[config.mk]
export PLATFORM = sky130hd
export DESIGN_NAME = multicycle_control
export DESIGN_NICKNAME = d
export VERILOG_FILES = /design/src/rtl/legv8_pkg.sv /design/src/rtl/multicycle_control_opcode_class.sv /design/src/rtl/multicycle_control.sv
export SDC_FILE = /design/constraint.sdc
export NUM_CORES = 1
export LEC_CHECK = 0
export CAP_MARGIN = 15
export CORE_MARGIN = 8
export CORE_UTILIZATION = 44
export CTS_CLUSTER_DIAMETER = 60
export DETAILED_ROUTE_END_ITERATION = 8
export HOLD_SLACK_MARGIN = 0.1
export PLACE_DENSITY = 0.77
export SLEW_MARGIN = 40
export SYNTH_ARGS = -nofsm -noshare
export SYNTH_HDL_FRONTEND = slang
export SYNTH_SLANG_ARGS = --single-unit
export TNS_END_PERCENT = 50
[constraint.sdc]
create_clock -name clk -period 2 [get_ports clk]
set_clock_uncertainty 0.05 [all_clocks]
set_input_delay 0.4 -clock clk [delete_from_list [all_inputs] [get_ports clk]]
set_output_delay 0.4 -clock clk [all_outputs]
set_load 0.005 [all_outputs]
[src/rtl/legv8_pkg.sv]
// Shared LEGv8 control definitions: opcode patterns, FSM states, opcode classes
// and the datapath mux select encodings driven by the multi-cycle sequencer.
package legv8_pkg;

    // Fully specified 11-bit opcodes (instruction[31:21])
    localparam logic [10:0] OP_LDUR = 11'b11111000010;
    localparam logic [10:0] OP_STUR = 11'b11111000000;
    localparam logic [10:0] OP_ADD  = 11'b10001011000;
    localparam logic [10:0] OP_SUB  = 11'b11001011000;
    localparam logic [10:0] OP_AND  = 11'b10001010000;
    localparam logic [10:0] OP_ORR  = 11'b10101010000;
    localparam logic [10:0] OP_LSL  = 11'b11010011011;
    localparam logic [10:0] OP_LSR  = 11'b11010011010;

    // CBZ and B carry immediate bits inside the opcode field, so they match under a mask
    localparam logic [10:0] OP_CBZ   = 11'b10110100000;
    localparam logic [10:0] MASK_CBZ = 11'b11111111000;
    localparam logic [10:0] OP_B     = 11'b00010100000;
    localparam logic [10:0] MASK_B   = 11'b11111100000;

    // ALU_op encodings handed to the ALU control decoder
    localparam logic [1:0] ALUOP_ADD    = 2'b00;
    localparam logic [1:0] ALUOP_BRANCH = 2'b01;
    localparam logic [1:0] ALUOP_RTYPE  = 2'b10;

    // ALU A-input select
    localparam logic [1:0] SRC_A_PC   = 2'b00;
    localparam logic [1:0] SRC_A_REG  = 2'b01;
    localparam logic [1:0] SRC_A_ZERO = 2'b10;

    // ALU B-input select
    localparam logic [1:0] SRC_B_REG   = 2'b00;
    localparam logic [1:0] SRC_B_FOUR  = 2'b01;
    localparam logic [1:0] SRC_B_IMM   = 2'b10;
    localparam logic [1:0] SRC_B_BROFF = 2'b11;

    // PC source select
    localparam logic PCSRC_ALU    = 1'b0;
    localparam logic PCSRC_ALUOUT = 1'b1;

    // Sequencer states, 4-bit encoding
    typedef enum logic [3:0] {
        ST_FETCH     = 4'd0,
        ST_DECODE    = 4'd1,
        ST_EXEC_R    = 4'd2,
        ST_EXEC_SH   = 4'd3,
        ST_R_WB      = 4'd4,
        ST_MEM_ADDR  = 4'd5,
        ST_MEM_RD    = 4'd6,
        ST_MEM_WB    = 4'd7,
        ST_MEM_WR    = 4'd8,
        ST_EXEC_CBZ  = 4'd9,
        ST_EXEC_B    = 4'd10
    } state_t;

    // Instruction classes used for DECODE dispatch
    typedef enum logic [2:0] {
        CLS_MEM_LD  = 3'd0,
        CLS_MEM_ST  = 3'd1,
        CLS_R_ARITH = 3'd2,
        CLS_R_SHIFT = 3'd3,
        CLS_CBZ     = 3'd4,
        CLS_B       = 3'd5,
        CLS_ILLEGAL = 3'd6
    } op_class_t;

    // True when op matches pattern on every bit set in mask
    function automatic logic match_masked(input logic [10:0] op,
                                          input logic [10:0] pattern,
                                          input logic [10:0] mask);
        return ((op & mask) == (pattern & mask));
    endfunction

endpackage

[src/rtl/multicycle_control_opcode_class.sv]
// Combinational opcode classifier: maps instruction[31:21] to the dispatch class.
module opcode_class
    import legv8_pkg::*;
(
    input  logic [10:0] opcode,
    output op_class_t   cls
);

    // Exact matches first, then the masked branch formats; anything else is illegal
    always_comb begin
        cls = CLS_ILLEGAL;
        if ((opcode == OP_LDUR)) begin
            cls = CLS_MEM_LD;
        end else if (opcode == OP_STUR) begin
            cls = CLS_MEM_ST;
        end else if ((opcode == OP_ADD) || (opcode == OP_SUB) ||
                     (opcode == OP_AND) || (opcode == OP_ORR)) begin
            cls = CLS_R_ARITH;
        end else if ((opcode == OP_LSL) || (opcode == OP_LSR)) begin
            cls = CLS_R_SHIFT;
        end else if (match_masked(opcode, OP_CBZ, MASK_CBZ)) begin
            cls = CLS_CBZ;
        end else if (match_masked(opcode, OP_B, MASK_B)) begin
            cls = CLS_B;
        end
    end

endmodule

[src/rtl/multicycle_control.sv]
// Main sequencer for the multi-cycle LEGv8 datapath: fetch/decode/execute/memory/
// writeback over one memory port with a ready handshake, plus a retire counter.
module multicycle_control
    import legv8_pkg::*;
#(
    parameter int CNT_W    = 32,
    parameter int WAIT_MAX = 255
) (
    input  logic             clk,
    input  logic             reset,
    input  logic [10:0]      opcode,
    input  logic             zero,
    input  logic             mem_ready,
    output logic [1:0]       ALU_op,
    output logic [10:0]      opcode_out,
    output logic [1:0]       alu_src_a,
    output logic [1:0]       alu_src_b,
    output logic             pc_write,
    output logic             pc_write_cond,
    output logic             pc_source,
    output logic             iord,
    output logic             mem_read,
    output logic             mem_write,
    output logic             ir_write,
    output logic             reg_write,
    output logic             mem_to_reg,
    output logic             reg2loc,
    output logic             instr_done,
    output logic             illegal,
    output logic             mem_timeout,
    output logic [CNT_W-1:0] retired
);

    localparam int WAIT_W = (WAIT_MAX > 1) ? $clog2(WAIT_MAX + 1) : 1;

    state_t            state;
    op_class_t         op_cls;
    logic [WAIT_W-1:0] wait_cnt;
    logic              is_store;
    logic              mem_req;
    logic              timeout_hit;
    logic              unused_zero;

    // The zero flag gates the PC write inside the datapath; the sequencer never needs it
    assign unused_zero = zero;

    opcode_class u_opcode_class (
        .opcode (opcode),
        .cls    (op_cls)
    );

    // States that hold a memory request open until mem_ready
    assign mem_req = (state == ST_FETCH) || (state == ST_MEM_RD) || (state == ST_MEM_WR);

    // Timeout fires on the WAIT_MAX-th consecutive unanswered cycle of one request
    assign timeout_hit = (WAIT_MAX > 0) && mem_req && !mem_ready &&
                         (wait_cnt == WAIT_W'(WAIT_MAX - 1));

    // Moore strobe decode from the state; handshake completions qualify the last cycle
    always_comb begin
        ALU_op        = ALUOP_ADD;
        alu_src_a     = SRC_A_PC;
        alu_src_b     = SRC_B_REG;
        pc_write      = 1'b0;
        pc_write_cond = 1'b0;
        pc_source     = PCSRC_ALU;
        iord          = 1'b0;
        mem_read      = 1'b0;
        mem_write     = 1'b0;
        ir_write      = 1'b0;
        reg_write     = 1'b0;
        mem_to_reg    = 1'b0;
        reg2loc       = 1'b0;
        instr_done    = 1'b0;
        illegal       = 1'b0;
        mem_timeout   = 1'b0;
        case (state)
            ST_FETCH: begin
                mem_read  = 1'b1;
                alu_src_b = SRC_B_FOUR;
                ir_write  = mem_ready;
                pc_write  = mem_ready;
            end
            ST_DECODE: begin
                alu_src_b = SRC_B_BROFF;
                illegal   = (op_cls == CLS_ILLEGAL);
            end
            ST_EXEC_R: begin
                alu_src_a = SRC_A_REG;
                alu_src_b = SRC_B_REG;
                ALU_op    = ALUOP_RTYPE;
            end
            ST_EXEC_SH: begin
                alu_src_a = SRC_A_REG;
                alu_src_b = SRC_B_IMM;
                ALU_op    = ALUOP_RTYPE;
            end
            ST_R_WB: begin
                reg_write  = 1'b1;
                instr_done = 1'b1;
            end
            ST_MEM_ADDR: begin
                alu_src_a = SRC_A_REG;
                alu_src_b = SRC_B_IMM;
                reg2loc   = 1'b1;
            end
            ST_MEM_RD: begin
                mem_read = 1'b1;
                iord     = 1'b1;
            end
            ST_MEM_WB: begin
                reg_write  = 1'b1;
                mem_to_reg = 1'b1;
                instr_done = 1'b1;
            end
            ST_MEM_WR: begin
                mem_write  = 1'b1;
                iord       = 1'b1;
                reg2loc    = 1'b1;
                instr_done = mem_ready;
            end
            ST_EXEC_CBZ: begin
                alu_src_a     = SRC_A_ZERO;
                alu_src_b     = SRC_B_REG;
                reg2loc       = 1'b1;
                ALU_op        = ALUOP_BRANCH;
                pc_write_cond = 1'b1;
                pc_source     = PCSRC_ALUOUT;
                instr_done    = 1'b1;
            end
            ST_EXEC_B: begin
                pc_write   = 1'b1;
                pc_source  = PCSRC_ALUOUT;
                instr_done = 1'b1;
            end
            default: begin
            end
        endcase
        mem_timeout = timeout_hit;
        if (reset) begin
            ALU_op        = ALUOP_ADD;
            alu_src_a     = SRC_A_PC;
            alu_src_b     = SRC_B_REG;
            pc_write      = 1'b0;
            pc_write_cond = 1'b0;
            pc_source     = PCSRC_ALU;
            iord          = 1'b0;
            mem_read      = 1'b0;
            mem_write     = 1'b0;
            ir_write      = 1'b0;
            reg_write     = 1'b0;
            mem_to_reg    = 1'b0;
            reg2loc       = 1'b0;
            instr_done    = 1'b0;
            illegal       = 1'b0;
            mem_timeout   = 1'b0;
        end
    end

    // State register, wait counter, opcode latch and retire counter
    always_ff @(posedge clk) begin
        if (reset) begin
            state      <= ST_FETCH;
            wait_cnt   <= '0;
            opcode_out <= '0;
            is_store   <= 1'b0;
            retired    <= '0;
        end else begin
            if (instr_done) begin
                retired <= retired + CNT_W'(1);
            end

            if (mem_req && !mem_ready && !timeout_hit) begin
                wait_cnt <= wait_cnt + WAIT_W'(1);
            end else begin
                wait_cnt <= '0;
            end

            case (state)
                ST_FETCH: begin
                    if (mem_ready) begin
                        state <= ST_DECODE;
                    end
                end
                ST_DECODE: begin
                    opcode_out <= opcode;
                    is_store   <= (op_cls == CLS_MEM_ST);
                    case (op_cls)
                        CLS_MEM_LD, CLS_MEM_ST: state <= ST_MEM_ADDR;
                        CLS_R_ARITH:            state <= ST_EXEC_R;
                        CLS_R_SHIFT:            state <= ST_EXEC_SH;
                        CLS_CBZ:                state <= ST_EXEC_CBZ;
                        CLS_B:                  state <= ST_EXEC_B;
                        default:                state <= ST_FETCH;
                    endcase
                end
                ST_EXEC_R, ST_EXEC_SH: begin
                    state <= ST_R_WB;
                end
                ST_MEM_ADDR: begin
                    state <= is_store ? ST_MEM_WR : ST_MEM_RD;
                end
                ST_MEM_RD: begin
                    if (mem_ready) begin
                        state <= ST_MEM_WB;
                    end else if (timeout_hit) begin
                        state <= ST_FETCH;
                    end
                end
                ST_MEM_WR: begin
                    if (mem_ready || timeout_hit) begin
                        state <= ST_FETCH;
                    end
                end
                default: begin
                    state <= ST_FETCH;
                end
            endcase
        end
    end

endmodule

==> metrics.txt, run 1 <==
period utilisation layout 103%; Cell Rows 29; Congestion Overflow GR 0; core area approximately 6300 µm²; vias per std cell approximately 5.5; DRC viols 0; Fillers 481; library cells used by synthesis 45; Hold Path Origin opcode[3]; Mapped Nets approximately 380; hold slack 0.321 ns; Post-CTS Hold Fix Bufs 0; # IOs 77; CTS sink count 56; Final nets 529; final hold vios 0; Final setup viols 9; Worst VDD drop 0.332 mV; H-tree depth 2; WL per Instance 15.1 µm; DPL Wire Length 6.26 mm; Die X 97.0 µm; routed wire length 8.89 mm; number of buffers added on ports 75; First-pass DRT Iterations 4; number of synthesized flops with an enable pin 0; layout cell share with drive strength beyond 1 around 30%; setup_tns -0.254 ns; Most used DFF post-synth dfxtp_1; Final min period 2.06 ns; drt first-iter violations ~160; placed inst area 4130 µm²; sequential share of the synthesized area around two fifths; CTS tree yes; CTS root buf clkbuf_8; GRT Util Overall between 10% and 20%; CP startpoint opcode[9]; clk_lat worst skew 0.31 ns; CTS Buf Count 5; Mapped Avg Cell Area between 7 and 8 µm²; Critical R2R Launch state[3]$_SDFFE_PP0P_; post-route ant nets 0; RSZ-0062 raised after global routing true; Yosys top cell area share between 30% and 40%; largest net degree at the start of global routing 41; Vias 3,253; pre-CTS setup slack -0.762 ns; initial core utilization a little under half; fin util 71.5%; Crit. End Element output pin; status finished with violations; post-route cell area 4540 µm²; Final WS setup -0.0600 ns; Worst Path Arrival 1.61 ns; GP Congestion between 0.8 and 0.9; pwr dens 484 nW/µm²; Gate Count Post-Synth 366; asr flop ratio synth 0%; Die Area 9400 µm²; area leader, netlist dfxtp_1; slew margin rel. a little over 70%; failing checks setup timing; clock transition at the registers of the reported paths 0.10 ns; vias in the first global route around 3.1k; die height 97.0 µm; initial antenna violation count 0; Synth area leaders dfxtp_1 39%, a21oi_1 7.3%, nand2_1 5.3%, nor2_1 4.7%, o21ai_0 3.8%; Worst Tran Pin Value approximately 0.42 ns; nature of the critical path startpoint input pin; Max clock buf depth 2; synth warn 0; Critical Path RT 1.55 ns; leak pwr 0.00179 µW; area of the mapped netlist about 2900 µm²; Max Cap Violations 0; Antenna diodes 0; worst-path fanout max 3; Hold Path Class in2reg; first-pass GRT wire length 14.6 mm; max-slew violations 0; Synth Register Bits 56; critical path class in2out; Layout area overhead 57.5%; fmax a little under 500 MHz
[registers in the layout (all words and copies together), names as in the netlist]
name,count
is_store,1
opcode_out,11
retired,32
state,4
wait_cnt,8
[path summary, 6_finish.rpt]
check | to | slack [ns] | cells past startpoint
worst min register to register | opcode_out[1]$_SDFFE_PP0P_ | 0.41 | 2
worst min-delay path | opcode_out[3]$_SDFFE_PP0P_ | 0.32 | 3
worst max register to register | retired[10]$_SDFFE_PP0P_ | -0.05 | 10
worst max-delay path | illegal | -0.06 | 6
[per-layer routing]
layer	up-vias	global-route usage, %	wire length, µm
li1	1618	-	-
met1	1537	21.4	3800
met2	87	30.3	4550
met3	11	3.70	409
met4	0	5.21	127
met5	-	0	0
[final cells by class]
| type | count | area, µm² | share of cell area (%) |
|---|---|---|---|
| sequential | 56 | 1130 | 24.9 |
| clock buffer | 5 | 68.8 | 1.51 |
| inverter | 10 | 37.5 | 0.826 |
| tap | 77 | 96.3 | 2.12 |
| clock inverter | 3 | 46.3 | 1.02 |
| timing repair buffer | 158 | 1330 | 29.3 |
| multi-input combinational | 280 | 1830 | 40.3 |
[layout by cell type, fill, tap and decap left out, drive strengths merged, types with 4 or more instances in the layout]
| master | Yosys | routed |
|---|---|---|
| a21oi | 42 | 42 |
| nand4 | 15 | 15 |
| nor3 | 13 | 13 |
| xnor2 | 7 | 7 |
| or3 | 15 | 15 |
| nor4 | 9 | 9 |
| nand2b | 4 | 4 |
| and3 | 8 | 8 |
| nand3 | 8 | 8 |
| and2 | 4 | 4 |
| o31ai | 4 | 4 |
| or4 | 4 | 4 |
| clkdlybuf4s50 | 0 | 44 |
| buf | 8 | 92 |
| nor2 | 36 | 36 |
| o21ai | 22 | 22 |
| nor2b | 4 | 4 |
| nand2 | 41 | 41 |
| nand4b | 5 | 5 |
| clkbuf | 12 | 14 |
| xor2 | 7 | 7 |
| and4 | 4 | 4 |
| dlygate4sd2 | 0 | 8 |
| inv | 10 | 11 |
| dfxtp | 56 | 56 |
[stage by stage]
step	cells	power (µW)
4_1_cts	578	2210
2_1_floorplan	366	1280
3_5_place_dp	564	1440
5_1_grt	589	2300
6_report	589	2200
3_3_place_gp	564	1440
[where the power goes]
part           internal [µW]  switching [µW]  total [µW]
Sequential              1130            13.9        1150
Combinational            152             145         297
Clock                    380             377         757
Total                   1670             536        2200
[critical path: stages]
cell	delay, ns
clkdlybuf4s15_1	0.22
nor4bb_2	0.19
and3_1	0.16
o211a_1	0.24
nor4_2	0.24
buf_2	0.16
[timing repair]
item / 4_1_cts / 5_1_grt
setup buffers: 6 / 11
gates resized for setup: 91 / 48
endpoints found under the setup margin: 43 / 37
pin swaps: 16 / 25
[synth_stat cells (5+ instances only)]
master,number
nand4_1,14
nor2_1,36
clkbuf_1,12
o21ai_0,22
or3_1,15
and3_1,8
nor3_1,13
nand2_1,41
a21oi_1,42
xnor2_1,7
nand3_1,8
xor2_1,7
inv_1,10
dfxtp_1,56
nand4b_1,5
nor4_1,7
[logic make-up after synthesis]
group / count (synthesis) / share of synthesized area [%]
XOR/XNOR: 14 / 4.25
AO/OA/AOI/OAI: 77 / 14.7
AND/OR/NAND/NOR: 182 / 35.0
flip-flops: 56 / 38.9
buffers and inverters: 30 / 4.43
multiplexers: 4 / 1.43
adder cells (fa/ha/maj): 3 / 1.30
Note: power is estimated with default switching activity, not from simulation.
==> inputs of run 2 (changes only) <==
--- a/config.mk
+++ b/config.mk
@@ -12,6 +12,7 @@
 export DETAILED_ROUTE_END_ITERATION = 8
 export HOLD_SLACK_MARGIN = 0.1
 export PLACE_DENSITY = 0.77
+export REMOVE_ABC_BUFFERS = 1
 export SLEW_MARGIN = 40
 export SYNTH_ARGS = -nofsm -noshare
 export SYNTH_HDL_FRONTEND = slang
==> metrics.txt, run 2 (same netlist as run 1, synthesis figures left out) <==
post-route ant nets 0; vias in the first global route approximately 3.1k; DPL Wire Length 6.46 mm; routed wire length 9.53 mm; commonest non-fill, non-tap cell in the layout buf_4; die height between 90 and 100 µm; number of buffers added on ports 75; first-pass GRT wire length 14.4 mm; most frequent cells in the layout 72 x buf_4, 51 x dfxtp_1, 44 x clkdlybuf4s50_1, 39 x nand2_1, 36 x a21oi_1; Die X 97.0 µm; initial antenna violation count 0; Critical Path RT approximately 1.6 ns; max-slew violations 0; nature of the critical path startpoint flip-flop; RSZ-0062 raised after global routing true; Max Cap Violations 0; WL per Instance 16.2 µm; GP Congestion between 0.8 and 0.9; Worst Tran Pin Value around 0.32 ns; First-pass DRT Iterations 5; Fillers around 450; clk_lat worst skew 0.31 ns; initial core utilization 45.4%; core area 6350 µm²; layout cell share with drive strength beyond 1 32.0%; Final nets 532; max FFs per register 32; Final min period 2.17 ns; fmax 460 MHz; period utilisation layout 109%; Max clock buf depth 2; final hold vios 0; leak pwr 0.00189 µW; vias per std cell 5.63; CTS sink count 56; Final WS setup -0.175 ns; Post-CTS Hold Fix Bufs 0; Antenna diodes 0; Worst Path Arrival approximately 1.7 ns; status finished with violations; failing checks setup timing; Hold Path Class in2reg; Die Area 9400 µm²; Layout area overhead 62.3%; Most flops, register retired; drt first-iter violations 256; H-tree depth 2; worst-path fanout max 5; CTS Buf Count 5; Vias 3,319; CTS root buf clkbuf_8; Largest regs retired: 32 flops, opcode_out: 11 flops, wait_cnt: 8 flops; setup_tns -1.60 ns; Worst VDD drop around 0.3 mV; GRT Util Overall 17.7%; CTS tree yes; slew margin rel. 78.4%; Crit. End Element output pin; Congestion Overflow GR 0; Cell Rows 29; critical path class reg2out; # IOs 77; DRC viols 0; largest net degree at the start of global routing 26; clock transition at the registers of the reported paths 0.10 ns; Final setup viols 26; pwr dens 468 nW/µm²; fin util 73.7%
run 2: changes by cell type in the layout (fill, tap and decap cells not counted), sizes merged:
cell,change
dlymetal6s2s,+8
dlygate4sd2,-5
clkdlybuf4s15,-2
buf,+1
clkbuf,+1
clkinv,-1
inv,-1
run 2: area by class of cell:
type	count	area, µm²	share of cell area (%)
clock buffers	5	68.8	1.47
clock inverters	1	30.0	0.642
inverters	10	37.5	0.802
multi-input cells	280	1910	40.9
flip-flops and latches	56	1130	24.3
well taps	77	96.3	2.06
repair buffers	161	1400	29.9
run 2: stage by stage:
| step | power, µW | std cells | cell area, µm² | setup slack, ns | hold slack (ns) |
|---|---|---|---|---|---|
| floorplan | 1260 | 346 | 2790 | -0.550 | 0.387 |
| global placement | 1440 | 561 | 4110 | -0.702 | 0.392 |
| detailed placement | 1450 | 561 | 4110 | -0.710 | 0.396 |
| CTS | 2160 | 569 | 4300 | -0.259 | 0.410 |
| global route | 2290 | 590 | 4680 | -0.227 | 0.365 |
| finish | 2190 | 590 | 4680 | -0.175 | 0.348 |
run 2: repair_timing:
| item | 4_1_cts | 5_1_grt |
|---|---|---|
| cloned | 0 | 2 |
| endpoints found under the setup margin | 33 | 44 |
| gates resized for setup | 67 | 81 |
| setup buffers | 2 | 20 |
| pin swaps | 7 | 35 |
run 2: worst paths after layout:
check	start	end	slack, ns	cells after the start
setup reg to reg	state[3]$_SDFFE_PP0P_	retired[8]$_SDFFE_PP0P_	-0.12	10
hold / removal	opcode[0]	opcode_out[0]$_SDFFE_PP0P_	0.35	3
hold reg to reg	opcode_out[6]$_SDFFE_PP0P_	opcode_out[6]$_SDFFE_PP0P_	0.41	2
setup / recovery	state[2]$_SDFFE_PP0P_	instr_done	-0.17	7
run 2: power by group:
part	internal, µW	total (µW)	switching (µW)
sequential	1130	1150	17.6
clock	360	720	360
combinational	167	320	153
run 2: routing by layer:
layer | global-route usage [%] | vias to the layer above | routed length, µm
li1 | - | 1614 | -
met1 | 20.9 | 1587 | 3990
met2 | 30.5 | 106 | 4860
met3 | 4.77 | 12 | 570
met4 | 4.97 | 0 | 108
met5 | 0 | - | 0
run 2: worst max-delay path: stages, from the launching register on:
cell	delay, ns
dfxtp_4	0.37
buf_4	0.16
and3b_2	0.22
buf_6	0.11
a211o_1	0.28
nand2_2	0.10
nor2_2	0.04
buf_2	0.13
==> inputs of run 3 (changes only) <==
--- a/config.mk
+++ b/config.mk
@@ -10,6 +10,7 @@
 export CORE_UTILIZATION = 44
 export CTS_CLUSTER_DIAMETER = 60
 export DETAILED_ROUTE_END_ITERATION = 8
+export GPL_TIMING_DRIVEN = 1
 export HOLD_SLACK_MARGIN = 0.1
 export PLACE_DENSITY = 0.77
 export REMOVE_ABC_BUFFERS = 1
==> results of run 3 <==
The final DEF is identical to that of run 2; final timing and power are the same.
